===== src/rtl/pc_sequencer_if.sv =====
// Fetch-side bus bundle for pc_sequencer: imem port, decode port, branch port.
// The master modport is the sequencer; the slave modport is its environment.
interface pc_sequencer_if #(
    parameter int XLEN = 32
);
    logic            imem_req_valid;
    logic            imem_req_ready;
    logic [XLEN-1:0] imem_addr;
    logic            imem_rsp_valid;
    logic [31:0]     imem_rdata;
    logic            inst_valid;
    logic [31:0]     inst;
    logic [XLEN-1:0] inst_pc;
    logic            stall;
    logic            br_valid;
    logic            NextPcSrc;
    logic [XLEN-1:0] BrTarget;
    logic            flush;
    logic            misalign_err;

    modport master (
        output imem_req_valid,
        input  imem_req_ready,
        output imem_addr,
        input  imem_rsp_valid,
        input  imem_rdata,
        output inst_valid,
        output inst,
        output inst_pc,
        input  stall,
        input  br_valid,
        input  NextPcSrc,
        input  BrTarget,
        output flush,
        output misalign_err
    );

    modport slave (
        input  imem_req_valid,
        output imem_req_ready,
        input  imem_addr,
        output imem_rsp_valid,
        output imem_rdata,
        input  inst_valid,
        input  inst,
        input  inst_pc,
        output stall,
        output br_valid,
        output NextPcSrc,
        output BrTarget,
        input  flush,
        input  misalign_err
    );
endinterface


===== src/rtl/pc_sequencer.sv =====
// PC owner and fetch sequencer: REQ -> WAIT -> HOLD with redirect/kill.
// Optional BRANCH_STATS_EN adds redirect_cnt and kill_cnt outputs.
module pc_sequencer #(
    parameter int              XLEN     = 32,
    parameter logic [XLEN-1:0] RESET_PC = '0
) (
    input  logic                 clk,
    input  logic                 rst,
`ifdef BRANCH_STATS_EN
    output logic [31:0]          redirect_cnt,
    output logic [31:0]          kill_cnt,
`endif
    pc_sequencer_if.master       bus
);

    typedef enum logic [1:0] {
        S_REQ  = 2'd0,
        S_WAIT = 2'd1,
        S_HOLD = 2'd2
    } state_e;

    state_e          state_q, state_d;
    logic [XLEN-1:0] pc_q, pc_d;
    logic [XLEN-1:0] req_pc_q, req_pc_d;
    logic            kill_q, kill_d;
    logic            inst_valid_q, inst_valid_d;
    logic [31:0]     inst_q, inst_d;
    logic [XLEN-1:0] inst_pc_q, inst_pc_d;
    logic            flush_q, flush_d;
    logic            mis_q, mis_d;

    logic taken;
    logic aligned;
    logic redir;
    logic drop_rsp;

    assign taken    = bus.br_valid & bus.NextPcSrc;
    assign aligned  = (bus.BrTarget[1:0] == 2'b00);
    assign redir    = taken & aligned;
    assign drop_rsp = (state_q == S_WAIT) & bus.imem_rsp_valid
                    & (kill_q | redir);

    assign bus.imem_req_valid = (state_q == S_REQ);
    assign bus.imem_addr      = pc_q;
    assign bus.inst_valid     = inst_valid_q;
    assign bus.inst           = inst_q;
    assign bus.inst_pc        = inst_pc_q;
    assign bus.flush          = flush_q;
    assign bus.misalign_err   = mis_q;

    // Next-state: sequential fetch first, then an accepted redirect overrides.
    always_comb begin
        state_d      = state_q;
        pc_d         = pc_q;
        req_pc_d     = req_pc_q;
        kill_d       = kill_q;
        inst_valid_d = inst_valid_q;
        inst_d       = inst_q;
        inst_pc_d    = inst_pc_q;
        flush_d      = 1'b0;
        mis_d        = taken & ~aligned;

        case (state_q)
            S_REQ: begin
                if (bus.imem_req_ready) begin
                    req_pc_d = pc_q;
                    state_d  = S_WAIT;
                end
            end
            S_WAIT: begin
                if (bus.imem_rsp_valid) begin
                    if (kill_q) begin
                        kill_d  = 1'b0;
                        state_d = S_REQ;
                    end else begin
                        inst_d       = bus.imem_rdata;
                        inst_pc_d    = req_pc_q;
                        inst_valid_d = 1'b1;
                        pc_d         = req_pc_q + XLEN'(4);
                        state_d      = S_HOLD;
                    end
                end
            end
            S_HOLD: begin
                if (!bus.stall) begin
                    inst_valid_d = 1'b0;
                    state_d      = S_REQ;
                end
            end
            default: begin
                state_d = S_REQ;
            end
        endcase

        if (redir) begin
            pc_d         = bus.BrTarget;
            flush_d      = 1'b1;
            inst_valid_d = 1'b0;
            inst_d       = inst_q;
            inst_pc_d    = inst_pc_q;
            // A request is (or is about to be) outstanding with no
            // response yet: wait for it and throw it away.
            if ((state_q == S_WAIT && !bus.imem_rsp_valid) ||
                (state_q == S_REQ && bus.imem_req_ready)) begin
                kill_d  = 1'b1;
                state_d = S_WAIT;
            end else begin
                kill_d  = 1'b0;
                state_d = S_REQ;
            end
        end
    end

    // State and datapath registers with synchronous reset.
    always_ff @(posedge clk) begin
        if (rst) begin
            state_q      <= S_REQ;
            pc_q         <= RESET_PC;
            req_pc_q     <= '0;
            kill_q       <= 1'b0;
            inst_valid_q <= 1'b0;
            inst_q       <= '0;
            inst_pc_q    <= '0;
            flush_q      <= 1'b0;
            mis_q        <= 1'b0;
        end else begin
            state_q      <= state_d;
            pc_q         <= pc_d;
            req_pc_q     <= req_pc_d;
            kill_q       <= kill_d;
            inst_valid_q <= inst_valid_d;
            inst_q       <= inst_d;
            inst_pc_q    <= inst_pc_d;
            flush_q      <= flush_d;
            mis_q        <= mis_d;
        end
    end

`ifdef BRANCH_STATS_EN
    logic [31:0] redir_cnt_q;
    logic [31:0] kill_cnt_q;

    // Event counters for accepted redirects and dropped responses.
    always_ff @(posedge clk) begin
        if (rst) begin
            redir_cnt_q <= '0;
            kill_cnt_q  <= '0;
        end else begin
            if (redir)
                redir_cnt_q <= redir_cnt_q + 32'd1;
            if (drop_rsp)
                kill_cnt_q <= kill_cnt_q + 32'd1;
        end
    end

    assign redirect_cnt = redir_cnt_q;
    assign kill_cnt     = kill_cnt_q;
`else
    logic unused_drop;
    assign unused_drop = drop_rsp;
`endif

endmodule


===== src/flat_wrapper.sv =====
// flat-port wrapper written by rule: the top's interface ports become plain ports
module pc_sequencer_flat 
#(
    parameter int              XLEN     = 32,
    parameter logic [XLEN-1:0] RESET_PC = '0
)
  (clk, rst, bus_imem_req_valid, bus_imem_req_ready, bus_imem_addr, bus_imem_rsp_valid, bus_imem_rdata, bus_inst_valid, bus_inst, bus_inst_pc, bus_stall, bus_br_valid, bus_NextPcSrc, bus_BrTarget, bus_flush, bus_misalign_err);
  pc_sequencer_if #(.XLEN(XLEN)) bus_i ();
  input  logic clk;
  input  logic rst;
  output wire logic [$bits(bus_i.imem_req_valid)-1:0] bus_imem_req_valid;
  input wire logic [$bits(bus_i.imem_req_ready)-1:0] bus_imem_req_ready;
  output wire logic [$bits(bus_i.imem_addr)-1:0] bus_imem_addr;
  input wire logic [$bits(bus_i.imem_rsp_valid)-1:0] bus_imem_rsp_valid;
  input wire logic [$bits(bus_i.imem_rdata)-1:0] bus_imem_rdata;
  output wire logic [$bits(bus_i.inst_valid)-1:0] bus_inst_valid;
  output wire logic [$bits(bus_i.inst)-1:0] bus_inst;
  output wire logic [$bits(bus_i.inst_pc)-1:0] bus_inst_pc;
  input wire logic [$bits(bus_i.stall)-1:0] bus_stall;
  input wire logic [$bits(bus_i.br_valid)-1:0] bus_br_valid;
  input wire logic [$bits(bus_i.NextPcSrc)-1:0] bus_NextPcSrc;
  input wire logic [$bits(bus_i.BrTarget)-1:0] bus_BrTarget;
  output wire logic [$bits(bus_i.flush)-1:0] bus_flush;
  output wire logic [$bits(bus_i.misalign_err)-1:0] bus_misalign_err;
  assign bus_imem_req_valid = bus_i.imem_req_valid;
  assign bus_i.imem_req_ready = bus_imem_req_ready;
  assign bus_imem_addr = bus_i.imem_addr;
  assign bus_i.imem_rsp_valid = bus_imem_rsp_valid;
  assign bus_i.imem_rdata = bus_imem_rdata;
  assign bus_inst_valid = bus_i.inst_valid;
  assign bus_inst = bus_i.inst;
  assign bus_inst_pc = bus_i.inst_pc;
  assign bus_i.stall = bus_stall;
  assign bus_i.br_valid = bus_br_valid;
  assign bus_i.NextPcSrc = bus_NextPcSrc;
  assign bus_i.BrTarget = bus_BrTarget;
  assign bus_flush = bus_i.flush;
  assign bus_misalign_err = bus_i.misalign_err;
  pc_sequencer #(.XLEN(XLEN), .RESET_PC(RESET_PC)) u_core (.clk(clk), .rst(rst), .bus(bus_i));
endmodule

===== config.mk =====
export PLATFORM = sky130hd
export DESIGN_NAME = pc_sequencer_flat
export DESIGN_NICKNAME = d
export VERILOG_FILES = /design/src/rtl/pc_sequencer_if.sv /design/src/rtl/pc_sequencer.sv /design/src/flat_wrapper.sv
export SDC_FILE = /design/constraint.sdc
export NUM_CORES = 1
export LEC_CHECK = 0
export CORE_MARGIN = 1
export CORE_UTILIZATION = 47
export DETAILED_ROUTE_END_ITERATION = 12
export GPL_TIMING_DRIVEN = 0
export PLACE_DENSITY_LB_ADDON = 0.12
export SKIP_CTS_REPAIR_TIMING = 1
export SLEW_MARGIN = 5
export SYNTH_ARGS = -nofsm -noshare
export SYNTH_HDL_FRONTEND = slang
export SYNTH_SLANG_ARGS = --single-unit

===== constraint.sdc =====
create_clock -name clk -period 2.5 [get_ports clk]
set_clock_uncertainty 0.2 [all_clocks]
set_input_delay 0.625 -clock clk [delete_from_list [all_inputs] [get_ports clk]]
set_output_delay 0.625 -clock clk [all_outputs]
set_load 0.01 [all_outputs]

# Yosys cells after proc, flatten, opt, wreduce, memory -nomap -nowiden
# Cells that the tools add are included.
# W data, S select, Z words.
# classes
addsub	1
n_eq_ne	9
muxes	20
bitwise_logic	6
reduce_logical	16
# ops
cell	count
$mux W32	4
$add A32 B3 Y32 const B	1
$mux W2	5
$mux W1	9
$ne A2 B2 Y1 const B	4
$reduce_and A4 Y1	2
$ne A3 B2 Y1 const B	2
$pmux W2 S3	1
$reduce_and A3 Y1	2
$reduce_bool A2 Y1	3
$logic_not A2 Y1	2
$reduce_and A2 Y1	2
$and A1 B1 Y1	3
$ne A3 B1 Y1 const B	1
$not A1 Y1	3
$eq A2 B1 Y1 const B	1
$eq A2 B2 Y1 const B	1
$logic_and A1 B1 Y1	2
$pmux W1 S2	1
$reduce_or A2 Y1	1
$logic_not A1 Y1	1
$logic_or A1 B1 Y1	1
# totals
reg_bits	134
input_bits	71
elab_cells	61

# Logic depth before layout (Yosys ltp)
# Gate-level depths: netlist (run 1).
# depth
depth_word	5
mapped_depth	7

# Worst setup path before layout (run 1)
# No wires, ideal clock.
# synth_path
path_type	input to register
startpoint	input bus_imem_rsp_valid
endpoint	register u_core.pc_q[15] (netlist: u_core.bus.imem_addr[15])
setup_time_ns	0.127
arrival_ns	1.697
required_ns	2.173
slack_ns	0.475
stages	7
path_cell_list	nand2_1 > or3_1 > clkbuf_1 > buf_2 > buf_2 > a32oi_1 > o21ai_0
# synth_between
elab_chain_len	2
# synth_lines
item	line	rtl
start: declaration	flat_wrapper.sv:14	input wire logic [$bits(bus_i.imem_rsp_valid)-1:0] bus_imem_rsp_valid;
$reduce_bool A2 Y1 (no source line)	n/a	
$reduce_and A3 Y1 (no source line)	n/a	
end signal: assignment	pc_sequencer.sv:128	pc_q <= pc_d;
end: declaration	pc_sequencer.sv:23	logic [XLEN-1:0] pc_q, pc_d;
# Every way passes these cells.
# A chain may end at the register's enable or synchronous reset.

# Worst setup path in the final report (run 1)
# layout_path
startpoint	input bus_br_valid
endpoint	register u_core.pc_q[4] (netlist: u_core.bus.imem_addr[4])
# layout_between
elab_chain_len	4
# layout_lines
item	line	rtl
start: declaration	flat_wrapper.sv:20	input wire logic [$bits(bus_i.br_valid)-1:0] bus_br_valid;
$and A1 B1 Y1 *	pc_sequencer.sv:37	assign taken = bus.br_valid & bus.NextPcSrc;
$and A1 B1 Y1 *	pc_sequencer.sv:39	assign redir = taken & aligned;
$ne A2 B2 Y1 (no source line) or $reduce_bool A2 Y1 (tied branches)	n/a	
$reduce_and A3 Y1 (no source line)	n/a	
# Every way passes the cells marked *; elsewhere a longest branch is shown, timed or not.

==> flow_summary.toml, run 1 <==
[floorplan]
num_rows = 39
fp.dieH_um = 111
ios = 171
start_util_pct = 48.6
die_w_um = 111
core_region_area_um2 = 11500
dieArea_um2 = 12300

[timing]
layout_min_cycle_time_ps = 2560
setup_slack_ps = -60.7
slew_violations = 0
finalSetupTns_ps = -459
hold_violations = 0
tightest_slew_ps = 747
rsz0062_at_grt = "true"
fmaxAchievable_mhz = 391
maxSlewHeadroom_pct = 49.8
post-route-period-util_pct = 102
setup_viol_count_final = 22

[routing]
routed_wl_um = 17400
vias_per_cell = 5.47
wl_per_cell_um = 16.6
firstDrtPassIters = 5
drt_iter0_drc = 420
ant_nets = 0
vias = 5721
drc = 0

[setup_path]
slowest_stage = "nor3_1"
required_ps = 2640
crit_path_cell_trace = "clkdlybuf4s50_1 > nand2_1 > nor3_1 > buf_2 > buf_2 > nand2_1 > a21oi_1"
cp.arrival_ps = 2700
cp-start-kind = "input pin"
worst_setup_path_end_kind = "flop"
critical-path-top-delay-family = "buffers and inverters"
crit_buf_inv = 3
crit_path_max_incr_delay_ps = 580
critical_path_peak_fanout = 10
crit_type = "in2reg"

[grt]
grtUsageTotal_pct = 28.6
grt.busiest_layer = "met2"
grt_overflow = 0
grt_use_met2_pct = 47.4
antenna_found_initial = 0
grt_max_degree = 17
use_met3_pct = 6.78
grt_pass1_vias = 5570
grt_pass1_wl_um = 27900
use_met1_pct = 35.1

[logic_synthesis]
synth_top_cell_by_area = "dfxtp_1"
syn_area_um2 = 5570
synthesis.nets = 772
yosys.area.top_type_share_pct = 48.1
synth-edff-count = 0
async_flop_share_pct = 0
ys_types = 54
synth_area_per_cell_um2 = 7.96
syn_inst = 700
yosysSeqAreaShare_pct = 48.1
ys_dominant_reg_cell = "dfxtp_1"
yosys_register_bits = 134
synth.area.top_cells = "dfxtp_1, nand2_1, a21oi_1"
yosysWarningCount = 0

[cells_and_area]
area_delta_synth_final_pct = 44.2
fillers = 955
diodes = 0
final_nets = 962
drive_gt1_share_pct = 9.08

[cts]
htree_num_levels = 4
clock-root-buffer = "clkbuf_16"
cts_tree = "built"
clk_pin_slew_worst_paths_ps = 50
cts.sinks = 134
cts_buffers = 17
clk_path_buf_depth = 2
clk-insertion-delay-late_ps = 410

[power_and_ir_drop]
cellInternalPower_mw = 3.90
pwr-share-seq_pct = 44.2
power_frac_clock_pct = 45.5
swShare_pct = 23.3
power.density_nw_per_um2 = 633
switchingPower_mw = 1.18
comb_power_share_pct = 10.3
leakagePower_nw = 2.75
total_power_mw = 5.08
vdd_ir_drop_max_uv = 423

[placed_design]
post-dp-hpwl_um = 12600
port_buffers = 169
place_ws_ps = -640
gp_congestion = 0.886

[run]
drv_cap = 0

[status]
violations = "setup timing"
outcome = "finished, violations left"

[min_path]
min_path_type = "reg2reg"
## cell families (layout without fill, tap and decap cells)
family,count (synthesis),in the layout,share of synthesized area [%]
and+or+nand+nor,318,318,26.4
AOI/OAI and AO/OA,166,166,17.0
DFF,134,134,48.1
buffers and inverters,58,261,4.62
xor gates and xnor gates,22,22,3.46
adders and majority gates,1,1,0.224
muxes,1,1,0.180
## path summary, 6_finish.rpt
| kind | depth (start not counted) | slack (ps) | startpoint | endpoint |
|---|---|---|---|---|
| max | 7 | -60 | bus_br_valid | u_core.bus.imem_addr[4] |
| min | 2 | 250 | u_core.bus.inst[1] | u_core.bus.inst[1] |
| max reg2reg | 6 | 210 | u_core.req_pc_q[3] | u_core.bus.imem_addr[18] |
| min reg2reg | 2 | 250 | u_core.bus.inst[1] | u_core.bus.inst[1] |
## layer usage
layer / share of wire (%) / wire length (um) / up-vias
met2: 48 / 8280 / 260
met1: 42 / 7310 / 2671
met5: 0 / 0 / -
li1: - / - / 2750
met3: 7.4 / 1290 / 40
met4: 2.8 / 478 / 0
## cell type report
class                           instances  area [um2]  share of cell area, %
Tap cell                              143         179                   2.23
Buffer                                 51         248                   3.08
Timing Repair Buffer                  171        1710                   21.2
Sequential cell                       134        2680                   33.4
Multi-Input combinational cell        508        2640                   32.9
Clock buffer                           30         544                   6.77
Inverter                                7        26.3                  0.327
Clock inverter                          2        10.0                  0.125
## through the flow
stage,cell area [um2],cells,hold WS [ps],utilization (%)
finish,8040,1046,254,70.1
global route,8040,1046,269,70.1
CTS,8000,1044,254,69.8
detailed placement,7440,1012,246,64.9
global placement,7440,1012,242,64.9
floorplan,5570,700,245,-
## power by group through the flow
| stage | Sequential (mW) | Combinational, mW | Clock [mW] |
|---|---|---|---|
| 2_1_floorplan | 2.30 | 0.205 | 0 |
| 3_3_place_gp | 2.29 | 0.501 | 0 |
| 3_5_place_dp | 2.29 | 0.509 | 0 |
| 4_1_cts | 2.24 | 0.513 | 2.33 |
| 5_1_grt | 2.25 | 0.563 | 2.44 |
| 6_report | 2.25 | 0.522 | 2.32 |
## Yosys cell counts, types with 2 or more instances
library cell	instances
a211oi_1	11
buf_2	17
nand3b_1	2
nor4_1	4
nand4_4	3
o21ai_0	11
nand3_1	12
and4_1	2
o211ai_1	2
and3_1	7
nor4_4	2
inv_1	6
nand4_1	5
xor2_1	11
nor2_1	29
or3_1	3
nand2_1	221
a31oi_1	6
dfxtp_1	134
a31o_2	5
o21ai_1	3
nor3_1	14
nor3_2	2
o22ai_1	6
xnor2_1	11
a211oi_2	3
clkbuf_1	31
a21oi_1	111
## flip-flops by register name (all words and copies together) (netlist names)
| register | flops |
|---|---|
| u_core.bus.imem_addr | 32 |
| u_core.bus.inst | 32 |
| u_core.bus.inst_pc | 32 |
| u_core.req_pc_q | 32 |
| u_core.state_q | 2 |
| u_core.bus.flush | 1 |
| u_core.bus.inst_valid | 1 |
| u_core.bus.misalign_err | 1 |
| u_core.kill_q | 1 |
## cells in the final DEF, fill, tap and decap left out, types with 3 or more instances in the layout
master	netlist	routed
clkbuf_8	1	8
clkdlybuf4s50_1	0	169
nor3_1	14	14
dfxtp_1	134	134
o21ai_0	11	10
a211oi_1	11	11
xor2_1	11	11
a31o_2	5	5
a211oi_2	3	3
inv_1	6	6
a21oi_1	111	111
xnor2_1	11	11
nand4_1	5	5
clkbuf_4	0	3
buf_2	17	13
o21ai_1	3	4
and3_1	7	7
clkbuf_1	31	32
clkbuf_16	0	17
o22ai_1	6	6
buf_4	0	3
nor4_1	4	4
or3_1	3	3
clkbuf_2	1	6
a31oi_1	6	6
nand4_4	3	3
nor2_1	29	28
nand3_1	12	12
nand2_1	221	219
## worst min-delay path, cell delays in order, from the launching register on
cell and delay, ps:
dfxtp_1 310, nand2_1 50, a21oi_1 50
(Power assumes the default switching activity.)
==> run 2: changes to the inputs <==
--- a/config.mk
+++ b/config.mk
@@ -6,7 +6,8 @@
 export NUM_CORES = 1
 export LEC_CHECK = 0
 export CORE_MARGIN = 1
-export CORE_UTILIZATION = 47
+export CORE_UTILIZATION = 42
+export CTS_CLUSTER_DIAMETER = 200
 export DETAILED_ROUTE_END_ITERATION = 12
 export GPL_TIMING_DRIVEN = 0
 export PLACE_DENSITY_LB_ADDON = 0.12
==> constraint.sdc (replaced) <==
create_clock -name clk -period 2.1 [get_ports clk]
set_clock_uncertainty 0.2 [all_clocks]
set_input_delay 0.525 -clock clk [delete_from_list [all_inputs] [get_ports clk]]
set_output_delay 0.525 -clock clk [all_outputs]
set_load 0.01 [all_outputs]
==> run 2 against run 1 <==
  * Die area grew 12%
  * The flow now finishes without violations
  * Sequential power grew 19%
  * Largest cell class is now multi-input gates
  * Highest routed layer unchanged
  * Clock power grew 36%
  * Largest power group unchanged
  * First-iteration DRC count shrank 9.8%
  * Global-route usage shrank 2.2 points
  * Worst setup slack gained 90 ps
  * Register-to-register slack lost 140 ps
  * Sequential share of layout area shrank 1.2 points
  * Via count grew 0.96%
==> flow_summary.toml, run 2 (synthesis results as in run 1) <==
[cts]
cts_tree = "built"
clk-insertion-delay-late_ps = 420
clock-root-buffer = "clkbuf_16"
cts.sinks = 134
clk_pin_slew_worst_paths_ps = 50
htree_num_levels = 4
cts_buffers = 17
clk_path_buf_depth = 2

[placed_design]
port_buffers = 169
gp_congestion = 0.936
post-dp-hpwl_um = 12700

[routing]
firstDrtPassIters = 6
drc = 0
ant_nets = 0
drt_iter0_drc = 379
vias = 5776
vias_per_cell = 5.36
wl_per_cell_um = 16.7
routed_wl_um = 18000

[grt]
grt_overflow = 0
grt_pass1_vias = 5466
grtUsageTotal_pct = 26.4
grt_max_degree = 17
antenna_found_initial = 0
grt_pass1_wl_um = 27100

[cells_and_area]
final_nets = 965
drive_gt1_share_pct = 12.7
layout_common_cells = "nand2_1, clkdlybuf4s50_1, dfxtp_1"
area_delta_synth_final_pct = 50.1
final_common_cell = "nand2_1"
diodes = 0

[timing]
finalSetupTns_ps = 0
post-route-period-util_pct = 98.6
slew_violations = 0
hold_violations = 0
tightest_slew_ps = 644
setup_viol_count_final = 0
layout_min_cycle_time_ps = 2070
maxSlewHeadroom_pct = 57.1
fmaxAchievable_mhz = 483

[min_path]
min_path_type = "reg2reg"
min-delay-start = "u_core.bus.inst[27]"
whs_path_depth = 2
worstHoldEndpoint = "u_core.bus.inst[27]"

[power_and_ir_drop]
vdd_ir_drop_max_uv = 523
total_power_mw = 6.49
cellInternalPower_mw = 4.97
swShare_pct = 23.4
comb_power_share_pct = 10.0
power.density_nw_per_um2 = 776
switchingPower_mw = 1.52
power_frac_clock_pct = 48.8
leakagePower_nw = 3.18
pwr-share-seq_pct = 41.2

[setup_path]
critical-path-top-delay-family = "buffers and inverters"
crit_type = "reg2out"
cp-start-kind = "flop"
slowest_stage = "clkdlybuf4s50_1"
cp.arrival_ps = 1350
r2r-end = "u_core.bus.imem_addr[19]"
required_ps = 1370
rr_worst_depth = 7
worst_setup_path_end_kind = "primary output"
critical_path_peak_fanout = 3
rr_startpoint = "u_core.req_pc_q[7]"
crit_path_cell_trace = "clkdlybuf4s50_1"
crit_buf_inv = 1
reg2reg_slack_ps = 70
crit_path_max_incr_delay_ps = 590

[status]
outcome = "finished, final reports clean"

[floorplan]
die_w_um = 117
ios = 171
core_region_area_um2 = 12800
start_util_pct = 43.6
num_rows = 41
fp.dieH_um = 117
dieArea_um2 = 13700

[run]
drv_cap = 0
-- run 2: cell count changes in the layout (fill, tap and decap cells not counted), moves of 4 or more --
cell / before / now
clkdlybuf4s50_1: 169 / 150
dlymetal6s2s_1: 0 / 19
clkbuf_1: 32 / 17
buf_4: 3 / 10
dfxtp_1: 134 / 127
dfxtp_2: 0 / 7
clkbuf_8: 8 / 3
bufinv_16: 0 / 4
-- run 2: worst max path at each step --
stage | depth (start not counted) | to | slack (ps) | startpoint
after CTS | 8 | u_core.bus.inst_pc[7] | -610 | bus_BrTarget[1]
after floorplan | 6 | u_core.bus.imem_addr[18] | 160 | u_core.req_pc_q[2]
after global placement | 8 | u_core.bus.inst_pc[11] | -870 | bus_BrTarget[1]
after detailed placement | 8 | u_core.bus.inst_pc[7] | -1000 | bus_BrTarget[1]
after global routing | 8 | u_core.bus.inst_pc[29] | -20 | bus_BrTarget[1]
final | 1 | bus_imem_addr[4] | 30 | u_core.bus.imem_addr[4]
-- run 2: power by group through the flow --
stage | Combinational (mW) | Sequential (mW) | Clock, mW
after floorplan | 0.245 | 2.74 | 0
after global placement | 0.603 | 2.72 | 0
after detailed placement | 0.613 | 2.73 | 0
after CTS | 0.618 | 2.67 | 3.18
after global routing | 0.698 | 2.68 | 3.29
final | 0.650 | 2.68 | 3.16
-- run 2: final cells by class --
cell class	count	area [um2]
tap	172	215
sequential	134	2690
clock inverter	13	179
fill	1041	4410
inverter	7	26.3
timing repair buffer	175	1790
buffer	50	284
multi-input combinational	508	2730
clock buffer	19	453
-- run 2: per-stage QoR --
stage                     hold slack, ps  util (%)  worst slack, ps  instance area [um2]  instances
final                                252      65.5             28.9                 8370       1078
after global routing                 265      65.5            -17.4                 8370       1078
after CTS                            255      63.5             -614                 8110       1073
after detailed placement             247      58.6             -997                 7480       1041
after global placement               243      58.6             -870                 7480       1041
after floorplan                      245         -              163                 5570        700
-- run 2: layer usage --
layer / track usage, % / routed length, um
met5: 0 / 0
met4: 13.8 / 552
met3: 5.51 / 1370
met2: 44.5 / 8630
met1: 31.6 / 7470
